## src/rtl/codec_ctrl_responder_pkg.sv

```systemverilog
// Shared constants for the codec control responder: register addresses,
// register-file geometry and the power-on/reset value table.
package codec_ctrl_responder_pkg;

    localparam int unsigned NUM_REGS = 10;
    localparam int unsigned ADDR_W   = 7;
    localparam int unsigned DATA_W   = 9;

    // Register addresses
    localparam logic [6:0] ADDR_LINVOL = 7'h00;  // left line-in volume
    localparam logic [6:0] ADDR_RINVOL = 7'h01;  // right line-in volume
    localparam logic [6:0] ADDR_LHPOUT = 7'h02;  // left headphone volume
    localparam logic [6:0] ADDR_RHPOUT = 7'h03;  // right headphone volume
    localparam logic [6:0] ADDR_APANA  = 7'h04;  // analogue path
    localparam logic [6:0] ADDR_DPATH  = 7'h05;  // digital path
    localparam logic [6:0] ADDR_PWR    = 7'h06;  // power down
    localparam logic [6:0] ADDR_IFACE  = 7'h07;  // digital interface format
    localparam logic [6:0] ADDR_SRATE  = 7'h08;  // sample rate
    localparam logic [6:0] ADDR_ACTIVE = 7'h09;  // interface activation
    localparam logic [6:0] RESET_ADDR  = 7'h0F;  // soft reset of the file

    // Data bit that mirrors a volume write into its stereo partner
    localparam int unsigned BOTH_BIT = 8;

    typedef logic [DATA_W-1:0] reg_file_t [NUM_REGS];

    localparam reg_file_t RESET_VALUES = '{
        9'h097, 9'h097, 9'h079, 9'h079, 9'h00A,
        9'h008, 9'h09F, 9'h00A, 9'h000, 9'h000
    };

endpackage

```

## src/rtl/codec_ctrl_responder_spi_word_rx.sv

```systemverilog
// SPI word receiver: synchronises sck/mosi/cs into clk, detects edges,
// shifts in data on sck rising edges while cs is high, counts bits
// (saturating at 31) and reports each cs rising edge as a good (16 bits)
// or bad (any other count) word.
// Ports:
//   clk, reset           system clock, synchronous active-high reset
//   spi_sck/mosi/cs      asynchronous serial inputs
//   word_ok              1-cycle strobe: cs rose with exactly 16 bits
//   word_bad             1-cycle strobe: cs rose with a wrong bit count
//   word                 current shift register contents
module spi_word_rx #(
    parameter int unsigned SYNC_STAGES = 2
) (
    input  logic        clk,
    input  logic        reset,
    input  logic        spi_sck,
    input  logic        spi_mosi,
    input  logic        spi_cs,
    output logic        word_ok,
    output logic        word_bad,
    output logic [15:0] word
);
    import codec_ctrl_responder_pkg::*;

    logic [SYNC_STAGES-1:0] sck_sync;
    logic [SYNC_STAGES-1:0] cs_sync;
    logic [SYNC_STAGES-1:0] mosi_sync;
    logic                   sck_hist;
    logic                   cs_hist;
    logic [15:0]            shreg;
    logic [4:0]             bit_cnt;

    logic sck_s, cs_s, mosi_s;
    logic sck_rise, cs_rise;

    assign sck_s    = sck_sync[SYNC_STAGES-1];
    assign cs_s     = cs_sync[SYNC_STAGES-1];
    assign mosi_s   = mosi_sync[SYNC_STAGES-1];
    assign sck_rise = sck_s & ~sck_hist;
    assign cs_rise  = cs_s & ~cs_hist;

    always_ff @(posedge clk) begin
        if (reset) begin
            // Idle levels, so no spurious edge is seen after reset
            sck_sync  <= '0;
            cs_sync   <= '1;
            mosi_sync <= '0;
            sck_hist  <= 1'b0;
            cs_hist   <= 1'b1;
            shreg     <= '0;
            bit_cnt   <= '0;
        end else begin
            sck_sync  <= {sck_sync[SYNC_STAGES-2:0], spi_sck};
            cs_sync   <= {cs_sync[SYNC_STAGES-2:0], spi_cs};
            mosi_sync <= {mosi_sync[SYNC_STAGES-2:0], spi_mosi};
            sck_hist  <= sck_s;
            cs_hist   <= cs_s;

            // sck edges during the cs latch pulse are ignored
            if (sck_rise && cs_s) begin
                shreg <= {shreg[14:0], mosi_s};
            end

            // cs rise always restarts the count, even against a coincident sck edge
            if (cs_rise) begin
                bit_cnt <= '0;
            end else if (sck_rise && cs_s && bit_cnt != 5'd31) begin
                bit_cnt <= bit_cnt + 5'd1;
            end
        end
    end

    assign word_ok  = cs_rise && (bit_cnt == 5'd16);
    assign word_bad = cs_rise && (bit_cnt != 5'd16);
    assign word     = shreg;

endmodule

```

## src/rtl/codec_ctrl_responder.sv

```systemverilog
// Codec control responder: receives 16-bit {addr[6:0], data[8:0]} words
// over a 3-wire SPI-style port and maintains a ten-entry 9-bit register
// file with stereo-pair mirroring, soft reset at 0x0F, a saturating error
// counter and a registered readback port.
// Ports:
//   clk, reset                   system clock, synchronous active-high reset
//   spi_sck, spi_mosi, spi_cs    asynchronous serial configuration port
//   rd_addr / rd_data            readback address / registered data
//   word_valid                   pulse per accepted word
//   word_addr, word_data         last accepted word
//   frame_err                    pulse per wrong-length word
//   err_count                    saturating count of frame and address errors
//   active, iwl, fmt             decodes of registers 0x09 and 0x07
module codec_ctrl_responder #(
    parameter int unsigned SYNC_STAGES = 2,
    parameter int unsigned ERR_W       = 8
) (
    input  logic             clk,
    input  logic             reset,
    input  logic             spi_sck,
    input  logic             spi_mosi,
    input  logic             spi_cs,
    input  logic [6:0]       rd_addr,
    output logic [8:0]       rd_data,
    output logic             word_valid,
    output logic [6:0]       word_addr,
    output logic [8:0]       word_data,
    output logic             frame_err,
    output logic [ERR_W-1:0] err_count,
    output logic             active,
    output logic [1:0]       iwl,
    output logic [1:0]       fmt
);
    import codec_ctrl_responder_pkg::*;

    logic        rx_ok;
    logic        rx_bad;
    logic [15:0] rx_word;
    logic [6:0]  rx_addr;
    logic [8:0]  rx_data;
    logic        rx_in_file;
    logic        rx_is_reset;
    logic        rd_hit;
    logic        bump_err;

    reg_file_t   regs;

    spi_word_rx #(
        .SYNC_STAGES(SYNC_STAGES)
    ) u_rx (
        .clk      (clk),
        .reset    (reset),
        .spi_sck  (spi_sck),
        .spi_mosi (spi_mosi),
        .spi_cs   (spi_cs),
        .word_ok  (rx_ok),
        .word_bad (rx_bad),
        .word     (rx_word)
    );

    assign rx_addr     = rx_word[15:9];
    assign rx_data     = rx_word[8:0];
    assign rx_in_file  = rx_addr < 7'(NUM_REGS);
    assign rx_is_reset = rx_addr == RESET_ADDR;
    assign rd_hit      = rd_addr < 7'(NUM_REGS);
    // Wrong-length frames and accepted words to unmapped addresses both count
    assign bump_err    = rx_bad || (rx_ok && !rx_in_file && !rx_is_reset);

    always_ff @(posedge clk) begin
        if (reset) begin
            regs       <= RESET_VALUES;
            word_valid <= 1'b0;
            frame_err  <= 1'b0;
            word_addr  <= '0;
            word_data  <= '0;
            err_count  <= '0;
            rd_data    <= '0;
        end else begin
            word_valid <= rx_ok;
            frame_err  <= rx_bad;
            // Reads sample the file before this cycle's write lands
            rd_data    <= rd_hit ? regs[rd_addr[3:0]] : '0;

            if (rx_ok) begin
                word_addr <= rx_addr;
                word_data <= rx_data;
                if (rx_is_reset) begin
                    regs <= RESET_VALUES;
                end else if (rx_in_file) begin
                    regs[rx_addr[3:0]] <= rx_data;
                    if (rx_data[BOTH_BIT]) begin
                        case (rx_addr)
                            ADDR_LINVOL: regs[ADDR_RINVOL[3:0]] <= rx_data;
                            ADDR_RINVOL: regs[ADDR_LINVOL[3:0]] <= rx_data;
                            ADDR_LHPOUT: regs[ADDR_RHPOUT[3:0]] <= rx_data;
                            ADDR_RHPOUT: regs[ADDR_LHPOUT[3:0]] <= rx_data;
                            default: ;
                        endcase
                    end
                end
            end

            if (bump_err && err_count != '1) begin
                err_count <= err_count + 1'b1;
            end
        end
    end

    assign active = regs[ADDR_ACTIVE[3:0]][0];
    assign iwl    = regs[ADDR_IFACE[3:0]][3:2];
    assign fmt    = regs[ADDR_IFACE[3:0]][1:0];

endmodule

```

## config.mk

```make
export PLATFORM = sky130hd
export DESIGN_NAME = codec_ctrl_responder
export DESIGN_NICKNAME = d
export VERILOG_FILES = /design/src/rtl/codec_ctrl_responder_pkg.sv /design/src/rtl/codec_ctrl_responder_spi_word_rx.sv /design/src/rtl/codec_ctrl_responder.sv
export SDC_FILE = /design/constraint.sdc
export NUM_CORES = 1
export LEC_CHECK = 0
export ABC_AREA = 1
export BUFFER_PORTS_ARGS = -buffer_cell sky130_fd_sc_hd__buf_2
export CORE_MARGIN = 2
export CORE_UTILIZATION = 40
export CTS_CLUSTER_DIAMETER = 30
export DETAILED_ROUTE_END_ITERATION = 16
export SLEW_MARGIN = 20
export SYNTH_ARGS = -nofsm -noshare
export SYNTH_HDL_FRONTEND = slang
export SYNTH_HIERARCHICAL = 1
export SYNTH_SLANG_ARGS = --single-unit
export TNS_END_PERCENT = 10
```

## constraint.sdc

```tcl
create_clock -name clk -period 2.5 [get_ports clk]
set_input_delay 0.375 -clock clk [delete_from_list [all_inputs] [get_ports clk]]
set_output_delay 0.375 -clock clk [all_outputs]
set_load 0.05 [all_outputs]
```

### Word-level counts from Yosys, hierarchy flattened

Cells that the tools add are included.

* add/subtract/negate cells: 2
* magnitude comparators: 5
* eq/ne operators: 8
* mux-type cells: 13
* bitwise gates (word level): 7
* reduce and logical (&&, ||, !) cells: 16

Operators with widths (count)
* $mux 90: 2
* $bwmux 90: 1
* $mux 9: 7
* $bmux 9 s4: 1
* $demux 9 s4: 1
* $mux 36: 1
* $eq 7x2->1 const B: 2
* $lt 7x4->1 const B: 2
* $ge 5x5->1 const B: 2
* $ne 5x5->1 const B: 2
* $not 4->5: 2
* $add 8x1->8 const B: 1
* $logic_and 1x1->1: 8
* $ne 8x8->1 const B: 1
* $eq 7x1->1 const B: 1
* $eq 7x4->1 const B: 1
* $logic_not 7->1: 1
* $add 5x1->5 const B: 1
* $eq 5x5->1 const B: 1
* $lt 5x1->1 const B: 1
* $reduce_or 2->1: 2
* $not 1->1: 3
* $and 1x1->1: 2
* $logic_not 1->1: 2
* other kinds (3): 3

* bits in registers: 154
* output and inout port bits: 40

### Logic depth before layout (Yosys ltp)

Gate-level depths: netlist of the first run.

* word-level depth: 10
* gate-level depth with buffers: 11
* depth with buffers taken out: 10

### By module

Netlist of the first run, hierarchy kept.

By module, submodules not included
* codec_ctrl_responder: times used 1, cells an instance 772, area an instance 5509.0 um^2, sequential area each 2502.4 um^2
* spi_word_rx: times used 1, cells an instance 138, area an instance 1091.0 um^2, sequential area each 580.6 um^2

### Worst setup path before layout of the first run

No wires, ideal clock.

* path type: reg2reg
* start: register err_count[0]
* end: register err_count[5]
* setup time: 70 ps
* arrival time: 1850 ps
* data required time: 2430 ps
* path slack: 580 ps
* cell stages (with the launch flop): 10
* buffers on the path: 0
* period minus slack after synthesis: 1920 ps
* cell sequence: dfxtp_1 -> ha_1 -> nand2_1 -> inv_1 -> nand3_1 -> nor2_1 -> nand2_1 -> nand2_1 -> nand2_1 -> a21oi_1

* word-level cells in the longest chain between the ends: 2

RTL lines
* start: declaration: line codec_ctrl_responder.sv:29 `output logic [ERR_W-1:0] err_count,`
* start signal: assignment: line codec_ctrl_responder.sv:104 `err_count <= err_count + 1'b1;`
* branches (longest 2 deep; another with $add 8x1->8)

Parallel ways; which one is timed is not known.
A chain may end at the register's enable or synchronous reset.

### Worst setup path after layout of the first run

* start: register u_rx.bit_cnt[0]
* end: register err_count[6]

* word-level cells in the longest chain between the ends: 6

RTL lines
* start: declaration: line codec_ctrl_responder_spi_word_rx.sv:31 `logic [4:0] bit_cnt;`
* start signal: assignment: line codec_ctrl_responder_spi_word_rx.sv:68 `bit_cnt <= bit_cnt + 5'd1;`
* $eq 5x5->1: line codec_ctrl_responder_spi_word_rx.sv:73 `assign word_ok = cs_rise && (bit_cnt == 5'd16);`
* $logic_and 1x1->1: line codec_ctrl_responder_spi_word_rx.sv:73
* via rx_ok: line codec_ctrl_responder.sv:36 `logic rx_ok;`
* $logic_and 1x1->1 (2 in series): line codec_ctrl_responder.sv:67 `assign bump_err = rx_bad || (rx_ok && !rx_in_file && !rx_is_reset);`
* $logic_or 1x1->1: line codec_ctrl_responder.sv:67
* $logic_and 1x1->1: line codec_ctrl_responder.sv:103 `if (bump_err && err_count != '1) begin`

The timed path passes the listed nets, and every way through them passes these cells.

==> flow_summary.json, run 1 <==
{
  "status": "complete, no violations",
  "clock_latency_ns": 0.43,
  "drive_above_1_share": 0.126,
  "total_power_mw": 5.43,
  "cp_data_arrival_time_ns": 2.38,
  "gp_congestion": 0.835,
  "ys_seq_area_frac": 0.467,
  "start_kind": "flop",
  "routed-via-count": 6171,
  "hold_buffers": 0,
  "ys_top_cells_by_count": "170 x nand2_1, 154 x dfxtp_1, 129 x nor2_1",
  "crit_path_start": "u_rx/bit_cnt[0]",
  "synth-seq-cells": 154,
  "synth_fp_nets": 926,
  "yosysUniqueCellTypes": 33,
  "reg2reg_from": "u_rx/bit_cnt[0]",
  "hold_viol_final": 0,
  "worstPathCellList": "inv_1 -> ha_1 -> nand4_1 -> nor2_2 -> buf_4 -> nand2_1 -> nand2_1 -> nand2_1 -> nand2_1 -> a21oi_1",
  "pre_cts_ws_ns": 0.455,
  "fp-row-count": 46,
  "r2r-end": "err_count[6]",
  "htree_levels": 4,
  "antenna_found_initial": 0,
  "clock_path_buffers": 2,
  "die_w_um": 132,
  "finalCriticalPeriod_ns": 2.06,
  "setup_viol": 0,
  "post_cts_buffers": 0,
  "antenna_cells": 0,
  "cts_resized": 0,
  "power.density_nw_per_um2": 711,
  "grt_overflow": 0,
  "dieArea_um2": 17500,
  "first_pass_iters": 5,
  "r2r_slack_ns": 0.44,
  "rsz0062_at_grt": "false",
  "rr_worst_depth": 10,
  "p_leak_nw": 3.15,
  "cts_tree": "built",
  "crit_slowest_cell": "dfxtp_1",
  "max_freq_mhz": 485,
  "post-route-period-util": 0.825,
  "clkTransAtPathRegs_ns": 0.06,
  "endpoint_kind": "flop",
  "syn2layout_area_growth_pct": 15.7,
  "slowest_delay_ns": 0.34,
  "path_max_fanout": 35,
  "cp-endpoint": "err_count[6]",
  "slew_violations": 0,
  "hold_ws_ns": 0.127,
  "dp.cells": 1151,
  "ant_nets": 0,
  "synth_ff_type": "dfxtp_1",
  "max_cap_viol_count": 0,
  "yosysMostFrequentCell": "nand2_1",
  "gr-usage-all-layers": 0.212,
  "core_area_um2": 16000,
  "grt_max_degree": 47,
  "async_reset_ff_frac": 0,
  "viasPerCell": 5.22,
  "start_util": 0.412,
  "nets": 970,
  "setup_tns_ns": 0,
  "placed_area_um2": 7040,
  "wirelength_mm": 18.4,
  "worstSetupPathType": "reg2reg",
  "drc": 0,
  "dp_hpwl_mm": 12.1,
  "avgSynthCellArea_um2": 7.25,
  "die_h_um": 132,
  "peakVddDrop_uv": 487,
  "cts_root_buf": "clkbuf_16",
  "syn-instance-count": 910,
  "synth_top_area_frac": 0.467,
  "ys.warnings.count": 6,
  "synth_area_leaders": "dfxtp_1 47%, nand2_1 9.7%, a21oi_1 8.3%, nor2_1 7.3%, nand3_1 7.0%",
  "synth_edf_count": 0,
  "portBuffers": 51,
  "stdcell_area_um2": 7640,
  "hold_class": "in2reg",
  "fin_cells": 1182,
  "crit_top_cell": "nand2_1",
  "post-route-worst-setup-slack_ns": 0.438,
  "synth_top_area_cell": "dfxtp_1",
  "cts.sinks": 154,
  "required_ns": 2.82,
  "cts_inserted_buffers": 17,
  "grt_pass1_wl_mm": 29.5,
  "relSlewSlack": 0.634,
  "tightestPinTransition_ns": 0.549,
  "avgRoutedWirePerCell_um": 15.6,
  "ios": 52,
  "utilization": 0.477,
  "skew_ns": 0.00938,
  "drt-initial-drc-count": 519,
  "syn_area_um2": 6600,
  "grt_pass1_vias": 5562
}
-- layer usage --
metal	wire, um	global-route usage	vias to the layer above
met3	858	0.0398	26
li1	-	-	3114
met4	430	0.0848	0
met1	8480	0.282	2887
met2	8650	0.341	144
met5	0	0	-
-- sequential cells by signal (all words and copies together) (netlist names), 2 cells and up --
name,count
iwl,2
regs,85
err_count,8
u_rx/sck_sync,2
rd_data,9
fmt,2
u_rx/cs_sync,2
u_rx/mosi_sync,2
u_rx/bit_cnt,5
word_data,9
word_addr,7
u_rx/word,16
-- placed cells by master (no fill, tap or decap), types with 2 or more instances in the layout --
cell type and count:
xnor2_1 2, o21ai_0 85, clkbuf_1 3, bufinv_16 3, a21oi_1 109, nor3_1 5, nand2_1 170, o21ai_1 4
o211ai_1 19, clkinv_1 3, buf_4 21, buf_2 51, nand4_1 6, xor2_1 3, dfxtp_1 154, or2_2 3
nand2_2 3, nor2_2 3, ha_1 4, nor2_4 2, clkinv_4 2, clkinvlp_4 3, inv_1 53, nand3_1 92
nor2_1 128, inv_2 2, clkbuf_16 17, o21ai_2 6
-- logic make-up (layout without fill, tap and decap cells) --
family,Yosys count,after routing,share of synthesized area
AO/OA/AOI/OAI,225,225,0.182
XOR/XNOR,5,5,0.00664
adder cells (fa/ha/maj),4,4,0.00758
buffers and inverters,105,161,0.0696
flip-flops,154,154,0.467
AND/OR/NAND/NOR,417,417,0.267
-- worst min-delay path by stage --
stage | from | endpoint | slack [ns] | depth (start not counted)
4_1_cts | spi_cs | u_rx/cs_sync[0] | 0.11 | 2
3_3_place_gp | u_rx/sck_sync[0] | u_rx/sck_sync[1] | 0.39 | 2
2_1_floorplan | u_rx/mosi_sync[0] | u_rx/mosi_sync[1] | 0.39 | 2
6_report | spi_cs | u_rx/cs_sync[0] | 0.13 | 2
5_1_grt | spi_cs | u_rx/cs_sync[0] | 0.12 | 2
3_5_place_dp | u_rx/cs_sync[0] | u_rx/cs_sync[1] | 0.39 | 1
-- critical path, delay by kind of cell, from the launching register on --
| family | cells | cell delay [ns] |
|---|---|---|
| simple gates | 6 | 1.00 |
| buf+inv | 2 | 0.40 |
| flops | 1 | 0.34 |
| fa+ha+maj | 1 | 0.14 |
| compound gates | 1 | 0.06 |
-- cell type report --
cell class                      instances  area (um^2)
Fill cell                            1676         8360
Sequential cell                       154         3080
Multi-Input combinational cell        651         3060
Clock buffer                           21          450
Timing Repair Buffer                   72          413
Tap cell                              216          270
Inverter                               58          218
Clock inverter                         10          144
-- where the power goes --
part           total, mW  internal (mW)  leakage (nW)  switching [mW]
combinational      0.296         0.0751          1.63           0.221
clock               2.62           1.59         0.280            1.03
sequential          2.51           2.48          1.25          0.0347
total               5.43           4.15          3.15            1.28
No activity file was read; power rests on OpenSTA's default activity.
==> run 2, diff against run 1 <==
==> constraint.sdc (replaced) <==
create_clock -name clk -period 1.9 [get_ports clk]
set_input_delay 0.285 -clock clk [delete_from_list [all_inputs] [get_ports clk]]
set_output_delay 0.285 -clock clk [all_outputs]
set_load 0.05 [all_outputs]
==> run 2 against run 1 <==
Net effect: register-to-register slack lost 0.30 ns; die area unchanged; flip-flop and latch count did not move; clock skew hardly changed; critical endpoint is now regs[51]; largest power group unchanged.
==> flow_summary.json, run 2 (synthesis gave the netlist of run 1 again) <==
{
  "grt_max_degree": 52,
  "rsz0062_at_grt": "true",
  "max_freq_mhz": 567,
  "peakVddDrop_uv": 661,
  "clock_path_buffers": 2,
  "clkTransAtPathRegs_ns": 0.06,
  "cts_tree": "built",
  "cts_root_buf": "clkbuf_16",
  "viasPerCell": 5.24,
  "post-route-period-util": 0.927,
  "p_leak_nw": 3.34,
  "nets": 996,
  "regMostFlops": "regs",
  "fin_cells": 1209,
  "worstPathCellList": "nand2_2 -> nand2_1 -> nand3_2 -> nor2_4 -> buf_4 -> clkbuf_16 -> nand3_1 -> a21oi_1",
  "die_h_um": 132,
  "endpoint_kind": "flop",
  "gr-usage-all-layers": 0.220,
  "dieArea_um2": 17500,
  "hold_ws_ns": 0.0412,
  "relSlewSlack": 0.597,
  "r2r_slack_ns": 0.14,
  "largest_register_ffs": 85,
  "path_max_fanout": 11,
  "start_util": 0.412,
  "dp_hpwl_mm": 12.5,
  "antenna_cells": 0,
  "clock_latency_ns": 0.43,
  "core_area_um2": 16000,
  "power.density_nw_per_um2": 921,
  "cp_data_arrival_time_ns": 2.11,
  "status": "complete, no violations",
  "setup_viol": 0,
  "reg2reg_from": "u_rx/word[10]",
  "rr_worst_depth": 8,
  "worstHoldPathCells": 2,
  "hold_viol_final": 0,
  "worstSetupPathType": "reg2reg",
  "path_buf_inv": 2,
  "slowest_delay_ns": 0.48,
  "grt_overflow": 0,
  "finalCriticalPeriod_ns": 1.76,
  "pre_cts_ws_ns": 0.124,
  "die_w_um": 132,
  "cts.sinks": 154,
  "max_cap_viol_count": 0,
  "slew_violations": 0,
  "drive_above_1_share": 0.156,
  "gp_congestion": 0.860,
  "placed_area_um2": 7280,
  "start_kind": "flop",
  "fp-row-count": 46,
  "tightestPinTransition_ns": 0.602,
  "grt_pass1_vias": 5915,
  "required_ns": 2.25,
  "wirelength_mm": 18.9,
  "avgRoutedWirePerCell_um": 15.6,
  "final_common_cell": "nand2_1",
  "critical_path.top_delay_family": "simple AND/OR/NAND/NOR gates",
  "r2r-end": "regs[51]",
  "cts_inserted_buffers": 17,
  "drt-initial-drc-count": 566,
  "grt_pass1_wl_mm": 30.8,
  "syn2layout_area_growth_pct": 21.4,
  "utilization": 0.501,
  "layout_common_cells": "169 x nand2_1, 152 x dfxtp_1, 127 x nor2_1",
  "ios": 52,
  "post-route-worst-setup-slack_ns": 0.138,
  "drc": 0,
  "crit_slowest_cell": "dfxtp_1",
  "min_from": "spi_cs",
  "antenna_found_initial": 0,
  "setup_tns_ns": 0,
  "htree_levels": 4,
  "portBuffers": 51,
  "skew_ns": 0.00955,
  "stdcell_area_um2": 8010,
  "hold_end": "u_rx/cs_sync[0]",
  "routed-via-count": 6340,
  "hold_class": "in2reg",
  "dp.cells": 1172,
  "first_pass_iters": 5,
  "total_power_mw": 7.38,
  "ant_nets": 0
}
-- run 2: cell types whose count changed in the layout (fill, tap and decap cells not counted), moves of 2 or more --
cell       before  now
buf_12          0    6
buf_4          21   38
clkbuf_16      17   19
clkbuf_8        1    3
dfxtp_1       154  152
dfxtp_2         0    2
-- run 2: power breakdown --
| part | total (mW) | switching (mW) | leakage, nW | internal, mW |
|---|---|---|---|---|
| clock network | 3.65 | 1.35 | 0.303 | 2.30 |
| registers | 3.30 | 0.0351 | 1.25 | 3.26 |
| logic | 0.431 | 0.308 | 1.79 | 0.123 |
| total | 7.38 | 1.69 | 3.34 | 5.69 |
-- run 2: how the worst max path moves through the flow --
| stage | startpoint | endpoint | slack [ns] | depth (start not counted) |
|---|---|---|---|---|
| after detailed placement | u_rx/bit_cnt[0] | iwl[1] | 0.12 | 10 |
| final | u_rx/word[10] | regs[51] | 0.14 | 8 |
| after floorplan | u_rx/bit_cnt[0] | regs[76] | 0.05 | 11 |
| after global routing | u_rx/bit_cnt[0] | regs[63] | -0.06 | 10 |
| after global placement | u_rx/bit_cnt[0] | iwl[1] | 0.16 | 10 |
| after CTS | u_rx/bit_cnt[0] | iwl[1] | 0.11 | 10 |
-- run 2: layer usage --
metal	global-route usage	part of all wire	vias to the layer above
met5	0	0	-
met2	0.349	0.45	193
met1	0.290	0.46	2944
li1	-	-	3172
met4	0.0896	0.027	0
met3	0.0536	0.058	31
-- run 2: final cells by class --
class,instances,area (um^2)
fillers,1639,7990
clock buffers,22,474
inverters,58,218
flip-flops and latches,154,3090
multi-input cells,652,3090
clock inverters,10,165
repair buffers,97,711
well taps,216,270
-- run 2: timing repair --
action | 4_1_cts | 5_1_grt
gates resized for setup | 0 | 6
endpoints found under the setup margin | 0 | 59
hold buffers | 0 | 0
setup buffers | 0 | 2
